**config.mk**
```make
export PLATFORM = sky130hd
export DESIGN_NAME = mem_access
export DESIGN_NICKNAME = d
export VERILOG_FILES = /design/src/rtl/mem_access.sv
export SDC_FILE = /design/constraint.sdc
export NUM_CORES = 1
export LEC_CHECK = 0
export CAP_MARGIN = 20
export CORE_MARGIN = 3
export CORE_UTILIZATION = 38
export CTS_BUF_LIST = sky130_fd_sc_hd__clkbuf_2 sky130_fd_sc_hd__clkbuf_4 sky130_fd_sc_hd__clkbuf_8
export CTS_CLUSTER_DIAMETER = 80
export DETAILED_ROUTE_END_ITERATION = 8
export GPL_ROUTABILITY_DRIVEN = 0
export PLACE_DENSITY = 0.83
export SLEW_MARGIN = 20
export SYNTH_ARGS = -nofsm -noshare
export SYNTH_HDL_FRONTEND = slang
export SYNTH_SLANG_ARGS = --single-unit
```
**constraint.sdc**
```tcl
create_clock -name clk -period 1.6 [get_ports clk]
set_input_delay 0.4 -clock clk [delete_from_list [all_inputs] [get_ports clk]]
set_output_delay 0.4 -clock clk [all_outputs]
set_load 0.03 [all_outputs]
```
**src/rtl/mem_access.sv**
```systemverilog
`default_nettype none
// ============================================================================
// Module      : mem_access
// Description : MEM-stage data memory access controller. Turns a load/store
//               in the EX/MEM slot into a single request on the data-RAM
//               channel, stalls the pipeline while the request is
//               outstanding, registers the load result for MEM/WB and aborts
//               with a bus_err pulse if the RAM does not acknowledge within
//               TIMEOUT_CYCLES ACCESS-state cycles.
//
// Parameters  : TIMEOUT_CYCLES - ACCESS cycles to wait for bus_ack (2..255)
//
// Ports       : clk, reset (async, active-low)
//               mem_valid, MemRead, MemWrite, ALUResult, WriteData - MEM slot
//               bus_req, bus_we, bus_addr, bus_wdata                - RAM req
//               bus_ack, bus_rdata                                  - RAM resp
//               ReadData  - registered load result
//               stall     - hold IF..EX/MEM, deassert MEM/WB enable
//               bus_err   - one-cycle pulse on timeout abort
//               misalign_err - one-cycle pulse on misaligned access
//
// Config      : MEM_ALIGN_CHECK_EN - when defined, accesses with
//               ALUResult[1:0] != 0 are rejected without a bus request.
//               When undefined, misalign_err is tied low and every address
//               is passed to the bus unchanged.
//
// Revision    : 1.0 - initial release
// ============================================================================
module mem_access #(
    parameter int TIMEOUT_CYCLES = 16
) (
    input  logic        clk,
    input  logic        reset,
    input  logic        mem_valid,
    input  logic        MemRead,
    input  logic        MemWrite,
    input  logic [31:0] ALUResult,
    input  logic [31:0] WriteData,
    output logic        bus_req,
    output logic        bus_we,
    output logic [31:0] bus_addr,
    output logic [31:0] bus_wdata,
    input  logic        bus_ack,
    input  logic [31:0] bus_rdata,
    output logic [31:0] ReadData,
    output logic        stall,
    output logic        bus_err,
    output logic        misalign_err
);

    localparam logic [1:0] c_IDLE   = 2'd0;
    localparam logic [1:0] c_ACCESS = 2'd1;
    localparam logic [1:0] c_DONE   = 2'd2;

    // Counter value seen on the final permitted ACCESS cycle.
    localparam logic [7:0] c_TIMEOUT_LAST = 8'(TIMEOUT_CYCLES - 1);

    logic [1:0]  r_state;
    logic [7:0]  r_cnt;
    logic        r_bus_we;
    logic [31:0] r_bus_addr;
    logic [31:0] r_bus_wdata;
    logic [31:0] r_read_data;
    logic        r_bus_err;
    logic        r_misalign_err;

    logic        w_access;
    logic        w_misalign;

    assign w_access = mem_valid & (MemRead | MemWrite);

`ifdef MEM_ALIGN_CHECK_EN
    assign w_misalign = (ALUResult[1:0] != 2'b00);
`else
    assign w_misalign = 1'b0;
`endif

    always_ff @(posedge clk or negedge reset) begin
        if (!reset) begin
            r_state        <= c_IDLE;
            r_cnt          <= 8'd0;
            r_bus_we       <= 1'b0;
            r_bus_addr     <= 32'd0;
            r_bus_wdata    <= 32'd0;
            r_read_data    <= 32'd0;
            r_bus_err      <= 1'b0;
            r_misalign_err <= 1'b0;
        end else begin
            // Error flags are single-cycle pulses that live only in DONE.
            r_bus_err      <= 1'b0;
            r_misalign_err <= 1'b0;

            case (r_state)
                c_IDLE: begin
                    if (w_access) begin
                        if (w_misalign) begin
                            // Rejected access: skip the bus entirely.
                            r_misalign_err <= 1'b1;
                            r_state        <= c_DONE;
                        end else begin
                            r_bus_addr  <= ALUResult;
                            r_bus_wdata <= WriteData;
                            // A store wins when both read and write are set.
                            r_bus_we    <= MemWrite;
                            r_cnt       <= 8'd0;
                            r_state     <= c_ACCESS;
                        end
                    end
                end

                c_ACCESS: begin
                    // Ack is checked first so that an ack arriving on the
                    // timeout cycle completes normally.
                    if (bus_ack) begin
                        if (!r_bus_we) begin
                            r_read_data <= bus_rdata;
                        end
                        r_state <= c_DONE;
                    end else if (r_cnt == c_TIMEOUT_LAST) begin
                        r_read_data <= 32'h0000_0000;
                        r_bus_err   <= 1'b1;
                        r_state     <= c_DONE;
                    end else begin
                        r_cnt <= r_cnt + 8'd1;
                    end
                end

                c_DONE: begin
                    r_state <= c_IDLE;
                end

                default: begin
                    r_state <= c_IDLE;
                end
            endcase
        end
    end

    // bus_req is decoded from state so an asynchronous reset drops it at once.
    assign bus_req = (r_state == c_ACCESS);

    // The IDLE term is combinational so the pipeline is frozen in the same
    // cycle the access is detected; it is masked while reset is asserted.
    assign stall = reset & (((r_state == c_IDLE) & w_access) | (r_state == c_ACCESS));

    assign bus_we       = r_bus_we;
    assign bus_addr     = r_bus_addr;
    assign bus_wdata    = r_bus_wdata;
    assign ReadData     = r_read_data;
    assign bus_err      = r_bus_err;
    assign misalign_err = r_misalign_err;

endmodule
`default_nettype wire

```
After elaboration in Yosys (flattened, before gate mapping)
Cells that the tools add are included.

cells by class
  reductions and logical operators = 7
  multiplexer cells = 14
  eq/ne operators = 7
  bitwise operators = 5
  $add $sub $neg = 1

operators with widths
  kind                   count
  $mux W32               3
  $mux W8                3
  $pmux W8 S2            1
  $add A8 B1 Y8 const B  1
  $eq A8 B4 Y1 const B   1
  $ne A2 B2 Y1 const B   4
  $mux W2                3
  $pmux W2 S2            1
  $reduce_and A2 Y1      2
  $reduce_and A4 Y1      1
  $reduce_bool A2 Y1     2
  $and A1 B1 Y1          3
  $mux W1                3
  $ne A3 B1 Y1 const B   1
  $reduce_and A3 Y1      1
  $eq A2 B1 Y1 const B   1
  $logic_not A2 Y1       1
  $or A1 B1 Y1           2

storage, ports and cells
  input bits = 102
  flip-flop bits (word level) = 108
  word-level logic and storage cells = 41

Depth between registers and ports, before layout
Gate-level depths: netlist of run 1.

  depth after elaboration = 5
  mapped depth = 6
  gate-level depth less buffers = 5

Worst setup path after synthesis of run 1
Ideal clock, no wire load.

  path type = input to output
  start point = input port MemWrite
  end point = output port stall
  setup slack = -106 ps
  arrival time = 1306 ps
  cell stages on the path = 3
  data required time = 1200 ps
  cell sequence = o21ai_1 -> nor2b_1 -> nor3b_1

on the way
  cells in the longest elaborated chain, start to end = 5

RTL lines
  item                RTL line  source
  start: declaration  36        input logic MemWrite,
  $or A1 B1 Y1        70        assign w_access = mem_valid & (MemRead | MemWrite);
  $and A1 B1 Y1       70
  $and A1 B1 Y1       144       assign stall = reset & (((r_state == c_IDLE) & w_access) | (r_state == c_ACCESS));
  $or A1 B1 Y1        144
  $and A1 B1 Y1       144
  end: declaration    46        output logic stall,

No other way between the ends.

Worst setup path in the final report of run 1
  start point = register r_state[0]
  end point = output port bus_req

on the way
  cells in the longest elaborated chain, start to end = 1

RTL lines
  item                      RTL line  source
  start: declaration        58        logic [1:0] r_state;
  start signal: assignment  80        r_state <= c_IDLE;
  start signal: assignment  99        r_state <= c_DONE;
  start signal: assignment  106       r_state <= c_ACCESS;
  $eq A2 B1 Y1              140       assign bus_req = (r_state == c_ACCESS);
  end: declaration          39        output logic bus_req,

No other way between the ends.

==> results of run 1 <==
-- cells in the final DEF (no fill, tap or decap), drive strengths merged, types with 2 or more instances in the layout --
cell type	count
clkdlybuf4s50	97
o21ai	7
clkbuf	15
or3	3
nor2	2
a21oi	2
nor3b	3
dlygate4sd2	79
mux2	65
bufinv	5
nand3	8
dfrtp	108
buf	39
a31oi	3
nor2b	2
a31o	2
nand2	4
clkdlybuf4s15	22
a22o	32
nand2b	2
-- metal layers --
| layer | share of wire | global-route usage | vias to the layer above |
|---|---|---|---|
| met2 | 0.52 | 0.332 | 131 |
| met1 | 0.39 | 0.217 | 1632 |
| li1 | - | - | 1455 |
| met3 | 0.070 | 0.0466 | 20 |
| met4 | 0.019 | 0.0704 | 0 |
| met5 | 0 | 0 | - |
-- synthesized netlist by cell type --
master and count:
sky130_fd_sc_hd__nand4_1 1, sky130_fd_sc_hd__mux2_1 48, sky130_fd_sc_hd__clkbuf_1 5, sky130_fd_sc_hd__mux2_2 17
sky130_fd_sc_hd__or4_4 1, sky130_fd_sc_hd__nor3b_2 1, sky130_fd_sc_hd__and2_1 1, sky130_fd_sc_hd__a31oi_1 3
sky130_fd_sc_hd__dfrtp_1 108, sky130_fd_sc_hd__a22o_1 32, sky130_fd_sc_hd__inv_1 1, sky130_fd_sc_hd__conb_1 1
sky130_fd_sc_hd__o21ai_0 1, sky130_fd_sc_hd__nor2_1 2, sky130_fd_sc_hd__a21oi_1 2, sky130_fd_sc_hd__nand2_2 1
sky130_fd_sc_hd__nand3_1 8, sky130_fd_sc_hd__o21ai_1 5, sky130_fd_sc_hd__xor2_1 1, sky130_fd_sc_hd__nor3b_1 2
sky130_fd_sc_hd__nor3_2 1, sky130_fd_sc_hd__buf_2 7, sky130_fd_sc_hd__buf_4 2, sky130_fd_sc_hd__o21ai_2 1
sky130_fd_sc_hd__ha_1 1, sky130_fd_sc_hd__and2b_2 1, sky130_fd_sc_hd__nand2b_1 2, sky130_fd_sc_hd__nand2_1 3
sky130_fd_sc_hd__a31o_1 2, sky130_fd_sc_hd__o21a_1 1, sky130_fd_sc_hd__nor2b_1 2, sky130_fd_sc_hd__or3_1 3
sky130_fd_sc_hd__buf_6 3, sky130_fd_sc_hd__and4_1 1
-- metrics by stage --
| step | setup WS, ns | hold WS (ns) | setup TNS [ns] | utilization | std cells |
|---|---|---|---|---|---|
| after global routing | -0.229 | 0.165 | -14.13 | 0.689 | 648 |
| after floorplan | -0.0835 | 0.104 | -2.53 | - | 271 |
| after CTS | -0.166 | 0.156 | -8.04 | 0.653 | 636 |
| after detailed placement | -0.567 | 0.481 | -45.06 | 0.615 | 610 |
| after global placement | -0.520 | 0.472 | -41.70 | 0.615 | 610 |
| final | -0.191 | 0.122 | -11.72 | 0.689 | 648 |
-- registers in the layout, indices dropped and copies added, names as in the netlist --
register	flops
bus_err	1
ReadData	32
bus_we	1
r_state	2
r_cnt	8
bus_addr	32
bus_wdata	32
-- worst paths after layout --
path,from,to,slack (ns),depth (start not counted)
worst min register to register,bus_wdata[5],bus_wdata[5],0.50,1
worst min-delay path,reset,bus_addr[29],0.12,2
worst max register to register,r_cnt[5],ReadData[7],-0.17,5
max in group asynchronous,reset,bus_wdata[25],1.05,2
min in group clk,MemWrite,bus_we,0.42,2
worst max-delay path,r_state[0],bus_req,-0.19,4
-- cell type report --
class,count,area share
Inverter,1,0.000520
Sequential cell,108,0.375
Clock buffer,10,0.0191
Clock inverter,6,0.0220
Tap cell,136,0.0236
Timing Repair Buffer,242,0.346
Multi-Input combinational cell,145,0.214
-- power by group through the flow --
stage / Clock, W / Sequential, W / Combinational, W
after CTS: 0.00237 / 0.00430 / 0.00533
after floorplan: 0 / 0.00631 / 0.00109
after global placement: 0 / 0.00436 / 0.00574
after detailed placement: 0 / 0.00437 / 0.00586
final: 0.00232 / 0.00434 / 0.00583
after global routing: 0.00247 / 0.00446 / 0.00613
-- timing repair --
| action | in CTS | in global routing |
|---|---|---|
| hold buffers | 0 | 0 |
| setup endpoints to repair | 205 | 128 |
| cloned | 2 | 7 |
| pin swaps | 7 | 4 |
| resized for setup | 125 | 68 |
| buffers inserted | 8 | 5 |
-- logic make-up (layout without fill, tap and decap cells) --
logic type,Yosys count,in the layout,synth area share
flip-flops,108,108,0.655
multiplexers,65,65,0.177
AO/OA/AOI/OAI,47,47,0.0904
AND/OR/NAND/NOR,30,30,0.0455
buffers and inverters,18,259,0.0258
adder cells (fa/ha/maj),1,1,0.00303
other,1,1,0.000909
XOR/XNOR,1,1,0.00212
-- worst max-delay path: stages, from the launching register on --
cell and delay [ns]:
sky130_fd_sc_hd__dfrtp_1 0.43, sky130_fd_sc_hd__buf_6 0.14, sky130_fd_sc_hd__and2b_2 0.20, sky130_fd_sc_hd__buf_6 0.12, sky130_fd_sc_hd__buf_12 0.13
==> impl_results.html, run 1 <==
<table>
<tr><th>Metric</th><th>Value</th></tr>
<tr><th colspan="2">Finish</th></tr>
<tr><td>Layout net count</td><td>~600</td></tr>
<tr><td>Antenna Diode Count</td><td>0</td></tr>
<tr><td>Seq. cell area</td><td>roughly 2700 um^2</td></tr>
<tr><td>Area occupied by multi-input gates</td><td>1540 um^2</td></tr>
<tr><td>Filler Cell Count</td><td>773</td></tr>
<tr><td>Ratio of cells with drive above 1 in the final layout</td><td>0.260</td></tr>
<tr><td>Layout Area Growth over Synthesis</td><td>74.8%</td></tr>
<tr><td>Final cell area excluding filler cells</td><td>between 7000 and 8000 um^2</td></tr>
<tr><th colspan="2">Timing</th></tr>
<tr><td>Tightest Pin Transition</td><td>0.575 ns</td></tr>
<tr><td>Setup repair after global routing missed its margin</td><td>true</td></tr>
<tr><td>Maximum clock skew at final layout</td><td>roughly 0.012 ns</td></tr>
<tr><td>Part of the cycle the worst path needs</td><td>1.12</td></tr>
<tr><td>Max-slew violation total from the final report</td><td>0</td></tr>
<tr><td>Final-report hold violation count</td><td>0</td></tr>
<tr><td># setup viols final</td><td>106</td></tr>
<tr><td>Slew headroom</td><td>0.617</td></tr>
<tr><td>Period minus WS final</td><td>roughly 1.8 ns</td></tr>
<tr><td>Post-route worst setup slack</td><td>-0.191 ns</td></tr>
<tr><td>Top achievable clock speed</td><td>558 MHz</td></tr>
<tr><th colspan="2">Clock network</th></tr>
<tr><td>Source-to-sink clock delay at the later pin of the worst-skew pair</td><td>approximately 0.37 ns</td></tr>
<tr><td>Clock transition at the registers of the reported paths</td><td>roughly 0.10 ns</td></tr>
<tr><td>Buffer depth of the longest clock path</td><td>2</td></tr>
<tr><td>Clock tree from TritonCTS</td><td>yes</td></tr>
<tr><td>Number of CTS-inserted buffers</td><td>9</td></tr>
<tr><td>Number of clock sinks seen by CTS</td><td>108</td></tr>
<tr><td>Deepest level of the CTS H-tree</td><td>3</td></tr>
<tr><td>Clk root buf</td><td>sky130_fd_sc_hd__clkbuf_8</td></tr>
<tr><th colspan="2">Floorplanning</th></tr>
<tr><td>Effective utilization at floorplan</td><td>0.394</td></tr>
<tr><td>Height of the die</td><td>110 um</td></tr>
<tr><td>Core region area</td><td>10,500 um^2</td></tr>
<tr><td>Area enclosed by the die boundary</td><td>12,100 um^2</td></tr>
<tr><td>Die outline width</td><td>110 um</td></tr>
<tr><td>Cell row count</td><td>37</td></tr>
<tr><td>Num ports</td><td>203</td></tr>
<tr><th colspan="2">Worst setup path</th></tr>
<tr><td>Startpoint types</td><td>flop</td></tr>
<tr><td>Worst Setup Path Type</td><td>flop to output port</td></tr>
<tr><td>Type of element capturing the critical path</td><td>output port</td></tr>
<tr><td>Required time reported for the critical path endpoint</td><td>about 1.2 ns</td></tr>
<tr><td>Signal arrival time at the worst endpoint</td><td>between 1 and 1.5 ns</td></tr>
<tr><td>Crit-path max FO</td><td>3</td></tr>
<tr><th colspan="2">Pwr</th></tr>
<tr><td>Switching power as a share of total power</td><td>0.383</td></tr>
<tr><td>Total net switching power</td><td>0.00478 W</td></tr>
<tr><td>Part of the total power dissipated in the clock network</td><td>0.186</td></tr>
<tr><td>Static leakage</td><td>3.44 nW</td></tr>
<tr><td>Peak supply drop</td><td>1.17 mV</td></tr>
<tr><td>Comb power frac</td><td>0.467</td></tr>
<tr><td>Relative contribution of sequential cells to total power</td><td>0.348</td></tr>
<tr><td>Power consumption</td><td>0.0125 W</td></tr>
<tr><td>Pwr/cell area</td><td>around 1700 nW/um^2</td></tr>
<tr><td>Cell-internal power</td><td>~0.0077 W</td></tr>
<tr><th colspan="2">Logic synthesis</th></tr>
<tr><td>Netlist cell types</td><td>34</td></tr>
<tr><td>Proportion of netlist area held by the largest area contributor</td><td>0.655</td></tr>
<tr><td>Synth Warn #</td><td>0</td></tr>
<tr><td>Cells taking the most area after synthesis</td><td>sky130_fd_sc_hd__dfrtp_1 65%, sky130_fd_sc_hd__mux2_1 13%, sky130_fd_sc_hd__a22o_1 6.8%, sky130_fd_sc_hd__mux2_2 4.6%, sky130_fd_sc_hd__nand3_1 0.97%</td></tr>
<tr><td>Synthesized netlist cell count</td><td>271</td></tr>
<tr><td>Library cell with the largest summed area after synthesis</td><td>sky130_fd_sc_hd__dfrtp_1</td></tr>
<tr><td>Total of flip-flops plus latches after synthesis</td><td>108</td></tr>
<tr><td>Net count after synthesis</td><td>374</td></tr>
<tr><td>Average size of a mapped cell</td><td>15.2 um^2</td></tr>
<tr><td>Seq/Total Area, Yosys</td><td>0.655</td></tr>
<tr><td>Netlist Area Pre-Place</td><td>4130 um^2</td></tr>
<tr><th colspan="2">Drt</th></tr>
<tr><td>DRT Wirelength</td><td>12.6 mm</td></tr>
<tr><td>Via density</td><td>5.00</td></tr>
<tr><td>DRC violation count after routing</td><td>0</td></tr>
<tr><td>Total number of vias</td><td>around 3,200</td></tr>
<tr><td>DRT iter0 DRCs</td><td>146</td></tr>
<tr><td>Router iterations before antenna repair</td><td>4</td></tr>
<tr><td>Routed Antenna Nets</td><td>0</td></tr>
<tr><td>Wirelength per Cell</td><td>19.5 um</td></tr>
<tr><th colspan="2">Global routing</th></tr>
<tr><td>Global route overflow</td><td>0</td></tr>
<tr><td>Total global routing track utilization</td><td>0.187</td></tr>
<tr><td>Wire length of the first global-routing pass</td><td>17.3 mm</td></tr>
<tr><td>Antenna violations before repair</td><td>0</td></tr>
<tr><td>Pin count of the biggest net entering global routing</td><td>~110</td></tr>
<tr><td>Vias in the first global route</td><td>3,391</td></tr>
<tr><th colspan="2">Hold path</th></tr>
<tr><td>Path category of the worst min-delay check</td><td>input pin to asynchronous set/reset pin</td></tr>
<tr><th colspan="2">Status</th></tr>
<tr><td>Violations in the final reports</td><td>setup timing</td></tr>
<tr><td>Result of the run</td><td>complete, but fails checks</td></tr>
<tr><th colspan="2">Job</th></tr>
<tr><td>MaxCap Viol Count</td><td>0</td></tr>
<tr><th colspan="2">Placed design</th></tr>
<tr><td>Area post-placement</td><td>around 6400 um^2</td></tr>
<tr><td>Count of port buffers added during placement</td><td>201</td></tr>
<tr><td>Total half-perimeter wirelength after legalization and detailed placement</td><td>7.90 mm</td></tr>
</table>
(Power assumes the default switching activity.)
==> inputs of run 2 (changes only) <==
- CELL_PAD_IN_SITES_DETAIL_PLACEMENT: not set -> 0
- CELL_PAD_IN_SITES_GLOBAL_PLACEMENT: not set -> 2
- CORE_UTILIZATION: 38 -> 24
==> run 2 against run 1 <==
- the flow still finishes with violations (setup timing)
- first-iteration DRC count fell by 31%
- final area fell by 7.1%
- via count is 5.6% lower
- combinational power down 11%
- non-clock buffer count is 22 lower
- clock skew shrank 0.0017 ns
- sequential power decreased by 1%
- total power shrank 9.9%
- cell count increased by 9.6%
- wire length down 9.6%
- register-to-register slack better by 0.05 ns
- clock power fell by 23%
- critical endpoint is now ReadData[24]
- largest power group unchanged
- highest routed layer unchanged
==> impl_results.html, run 2 (synthesis results as in run 1) <==
<table>
<tr><th>Metric</th><th>Value</th></tr>
<tr><th colspan="2">Status</th></tr>
<tr><td>Result of the run</td><td>complete, but fails checks</td></tr>
<tr><td>Violations in the final reports</td><td>setup timing</td></tr>
<tr><th colspan="2">Floorplanning</th></tr>
<tr><td>Num ports</td><td>203</td></tr>
<tr><td>Die outline width</td><td>roughly 140 um</td></tr>
<tr><td>Effective utilization at floorplan</td><td>0.247</td></tr>
<tr><td>Area enclosed by the die boundary</td><td>approximately 19,000 um^2</td></tr>
<tr><td>Core region area</td><td>16,700 um^2</td></tr>
<tr><td>Cell row count</td><td>47</td></tr>
<tr><td>Height of the die</td><td>137 um</td></tr>
<tr><th colspan="2">Worst setup path</th></tr>
<tr><td>Worst-path cell with the longest stage delay</td><td>sky130_fd_sc_hd__or4_4</td></tr>
<tr><td>Worst Setup Path Type</td><td>flop to flop</td></tr>
<tr><td>Count of buffering cells on the critical path with inverters included</td><td>1</td></tr>
<tr><td>Delay of the slowest critical-path stage</td><td>0.58 ns</td></tr>
<tr><td>Type of element capturing the critical path</td><td>flop</td></tr>
<tr><td>Signal arrival time at the worst endpoint</td><td>1.97 ns</td></tr>
<tr><td>Worst-path cell chain</td><td>or4_4 -&gt; nor3_4 -&gt; o21ai_2 -&gt; buf_12 -&gt; a22o_1</td></tr>
<tr><td>Crit-path max FO</td><td>32</td></tr>
<tr><td>Startpoint types</td><td>flop</td></tr>
<tr><td>Largest delay contributor family on the critical path</td><td>simple AND/OR/NAND/NOR gates</td></tr>
<tr><td>Required time reported for the critical path endpoint</td><td>roughly 1.9 ns</td></tr>
<tr><th colspan="2">Placed design</th></tr>
<tr><td>Area post-placement</td><td>6510 um^2</td></tr>
<tr><td>Place WS</td><td>-0.456 ns</td></tr>
<tr><td>Count of port buffers added during placement</td><td>201</td></tr>
<tr><td>Number of cells after detailed placement</td><td>691</td></tr>
<tr><td>Total half-perimeter wirelength after legalization and detailed placement</td><td>8.21 mm</td></tr>
<tr><th colspan="2">Drt</th></tr>
<tr><td>Routed wire length on met2</td><td>between 5 and 6 mm</td></tr>
<tr><td>Routed Antenna Nets</td><td>0</td></tr>
<tr><td>DRT Wirelength</td><td>around 11 mm</td></tr>
<tr><td>Wirelength per Cell</td><td>16.1 um</td></tr>
<tr><td>Met1 routed wirelength after detailed routing</td><td>4.37 mm</td></tr>
<tr><td>Detail Route met3 WL</td><td>approximately 990 um</td></tr>
<tr><td>DRT iter0 DRCs</td><td>101</td></tr>
<tr><td>Router iterations before antenna repair</td><td>4</td></tr>
<tr><td>Via density</td><td>approximately 4.3</td></tr>
<tr><td>Total number of vias</td><td>3,057</td></tr>
<tr><td>DRC violation count after routing</td><td>0</td></tr>
<tr><td>Max Used Layer</td><td>met4</td></tr>
<tr><th colspan="2">Timing</th></tr>
<tr><td>Max-slew violation total from the final report</td><td>0</td></tr>
<tr><td># setup viols final</td><td>39</td></tr>
<tr><td>Tightest Pin Transition</td><td>between 0.5 and 0.6 ns</td></tr>
<tr><td>Maximum clock skew at final layout</td><td>0.0105 ns</td></tr>
<tr><td>Part of the cycle the worst path needs</td><td>1.07</td></tr>
<tr><td>Period minus WS final</td><td>about 1.7 ns</td></tr>
<tr><td>Setup TNS</td><td>-3.13 ns</td></tr>
<tr><td>Top achievable clock speed</td><td>582 MHz</td></tr>
<tr><td>Final-report hold violation count</td><td>0</td></tr>
<tr><td>Setup repair after global routing missed its margin</td><td>true</td></tr>
<tr><td>Post-route worst setup slack</td><td>-0.117 ns</td></tr>
<tr><td>Slew headroom</td><td>0.610</td></tr>
<tr><th colspan="2">Hold path</th></tr>
<tr><td>Path category of the worst min-delay check</td><td>input pin to asynchronous set/reset pin</td></tr>
<tr><th colspan="2">Finish</th></tr>
<tr><td>Final cell area excluding filler cells</td><td>6700 um^2</td></tr>
<tr><td>Ratio of cells with drive above 1 in the final layout</td><td>0.166</td></tr>
<tr><td>Layout Area Growth over Synthesis</td><td>62.4%</td></tr>
<tr><td>Seq. cell area</td><td>2700 um^2</td></tr>
<tr><td>Area occupied by multi-input gates</td><td>1390 um^2</td></tr>
<tr><td>Layout net count</td><td>roughly 600</td></tr>
<tr><td>Finished Layout Cells</td><td>710</td></tr>
<tr><td>Filler Cell Count</td><td>~1,600</td></tr>
<tr><td>Commonest cells after routing, fill and taps aside</td><td>108 x sky130_fd_sc_hd__dfrtp_1, 97 x sky130_fd_sc_hd__clkdlybuf4s50_1, 57 x sky130_fd_sc_hd__dlygate4sd2_1</td></tr>
<tr><td>Most common cell after layout, fill and taps aside</td><td>sky130_fd_sc_hd__dfrtp_1</td></tr>
<tr><td>Utilization of the core after routing</td><td>0.401</td></tr>
<tr><th colspan="2">Clock network</th></tr>
<tr><td>Hold_buf cts</td><td>0</td></tr>
<tr><td>Clk root buf</td><td>sky130_fd_sc_hd__clkbuf_8</td></tr>
<tr><td>Clock tree from TritonCTS</td><td>yes</td></tr>
<tr><td>Number of clock sinks seen by CTS</td><td>108</td></tr>
<tr><td>Number of CTS-inserted buffers</td><td>9</td></tr>
<tr><td>Source-to-sink clock delay at the later pin of the worst-skew pair</td><td>around 0.37 ns</td></tr>
<tr><td>Buffer depth of the longest clock path</td><td>2</td></tr>
<tr><td>Deepest level of the CTS H-tree</td><td>3</td></tr>
<tr><td>Clock transition at the registers of the reported paths</td><td>0.10 ns</td></tr>
<tr><th colspan="2">Pwr</th></tr>
<tr><td>Static leakage</td><td>2.98 nW</td></tr>
<tr><td>Cell-internal power</td><td>0.00668 W</td></tr>
<tr><td>Pwr/cell area</td><td>1680 nW/um^2</td></tr>
<tr><td>Part of the total power dissipated in the clock network</td><td>0.159</td></tr>
<tr><td>Relative contribution of sequential cells to total power</td><td>0.380</td></tr>
<tr><td>Peak supply drop</td><td>0.662 mV</td></tr>
<tr><td>Switching power as a share of total power</td><td>0.406</td></tr>
<tr><td>Comb power frac</td><td>0.460</td></tr>
<tr><td>Total net switching power</td><td>about 0.0046 W</td></tr>
<tr><th colspan="2">Global routing</th></tr>
<tr><td>Total global routing track utilization</td><td>0.117</td></tr>
<tr><td>Antenna violations before repair</td><td>1</td></tr>
<tr><td>Pin count of the biggest net entering global routing</td><td>109</td></tr>
<tr><td>Wire length of the first global-routing pass</td><td>17.0 mm</td></tr>
<tr><td>Global route overflow</td><td>0</td></tr>
<tr><td>Vias in the first global route</td><td>3,219</td></tr>
<tr><th colspan="2">Job</th></tr>
<tr><td>MaxCap Viol Count</td><td>0</td></tr>
</table>
## run 2: final timing paths
kind | slack, ns | to | from | cells past startpoint
max | -0.12 | ReadData[24] | r_cnt[7] | 5
min | 0.11 | ReadData[16] | reset | 2
max reg2reg | -0.12 | ReadData[24] | r_cnt[7] | 5
min reg2reg | 0.49 | bus_addr[14] | bus_addr[14] | 1
max in group asynchronous | 1.03 | bus_wdata[16] | reset | 2
min in group clk | 0.43 | bus_we | MemWrite | 2
## run 2: per-stage QoR
stage	total power [W]	hold slack, ns
finish	0.0112	0.113
global route	0.0119	0.144
CTS	0.0114	0.133
detailed placement	0.0102	0.481
global placement	0.0101	0.472
floorplan	0.00740	0.104
## run 2: area by class of cell
cell class / count / area share
Antenna cell: 1 / 0.000373
Clock buffer: 10 / 0.0196
Clock inverter: 5 / 0.0116
Inverter: 1 / 0.000560
Multi-Input combinational cell: 145 / 0.208
Sequential cell: 108 / 0.403
Tap cell: 220 / 0.0411
Timing Repair Buffer: 220 / 0.315
## run 2: timing repair
item | in CTS | in global routing
setup endpoints to repair | 185 | 86
resized for setup | 116 | 56
setup buffers | 2 | 1
pin swaps | 2 | 5
hold endpoints to repair | 0 | 0
## run 2: power groups by stage
stage	Combinational [W]	Clock [W]	Sequential, W
after floorplan	0.00109	0	0.00631
after global placement	0.00578	0	0.00432
after detailed placement	0.00585	0	0.00436
after CTS	0.00521	0.00189	0.00427
after global routing	0.00548	0.00200	0.00441
final	0.00518	0.00179	0.00428
## run 2: per-layer routing
| metal | GRT usage | vias to the layer above |
|---|---|---|
| li1 | - | 1408 |
| met1 | 0.131 | 1513 |
| met2 | 0.209 | 122 |
| met3 | 0.0401 | 14 |
| met4 | 0.0344 | 0 |
| met5 | 0 | - |
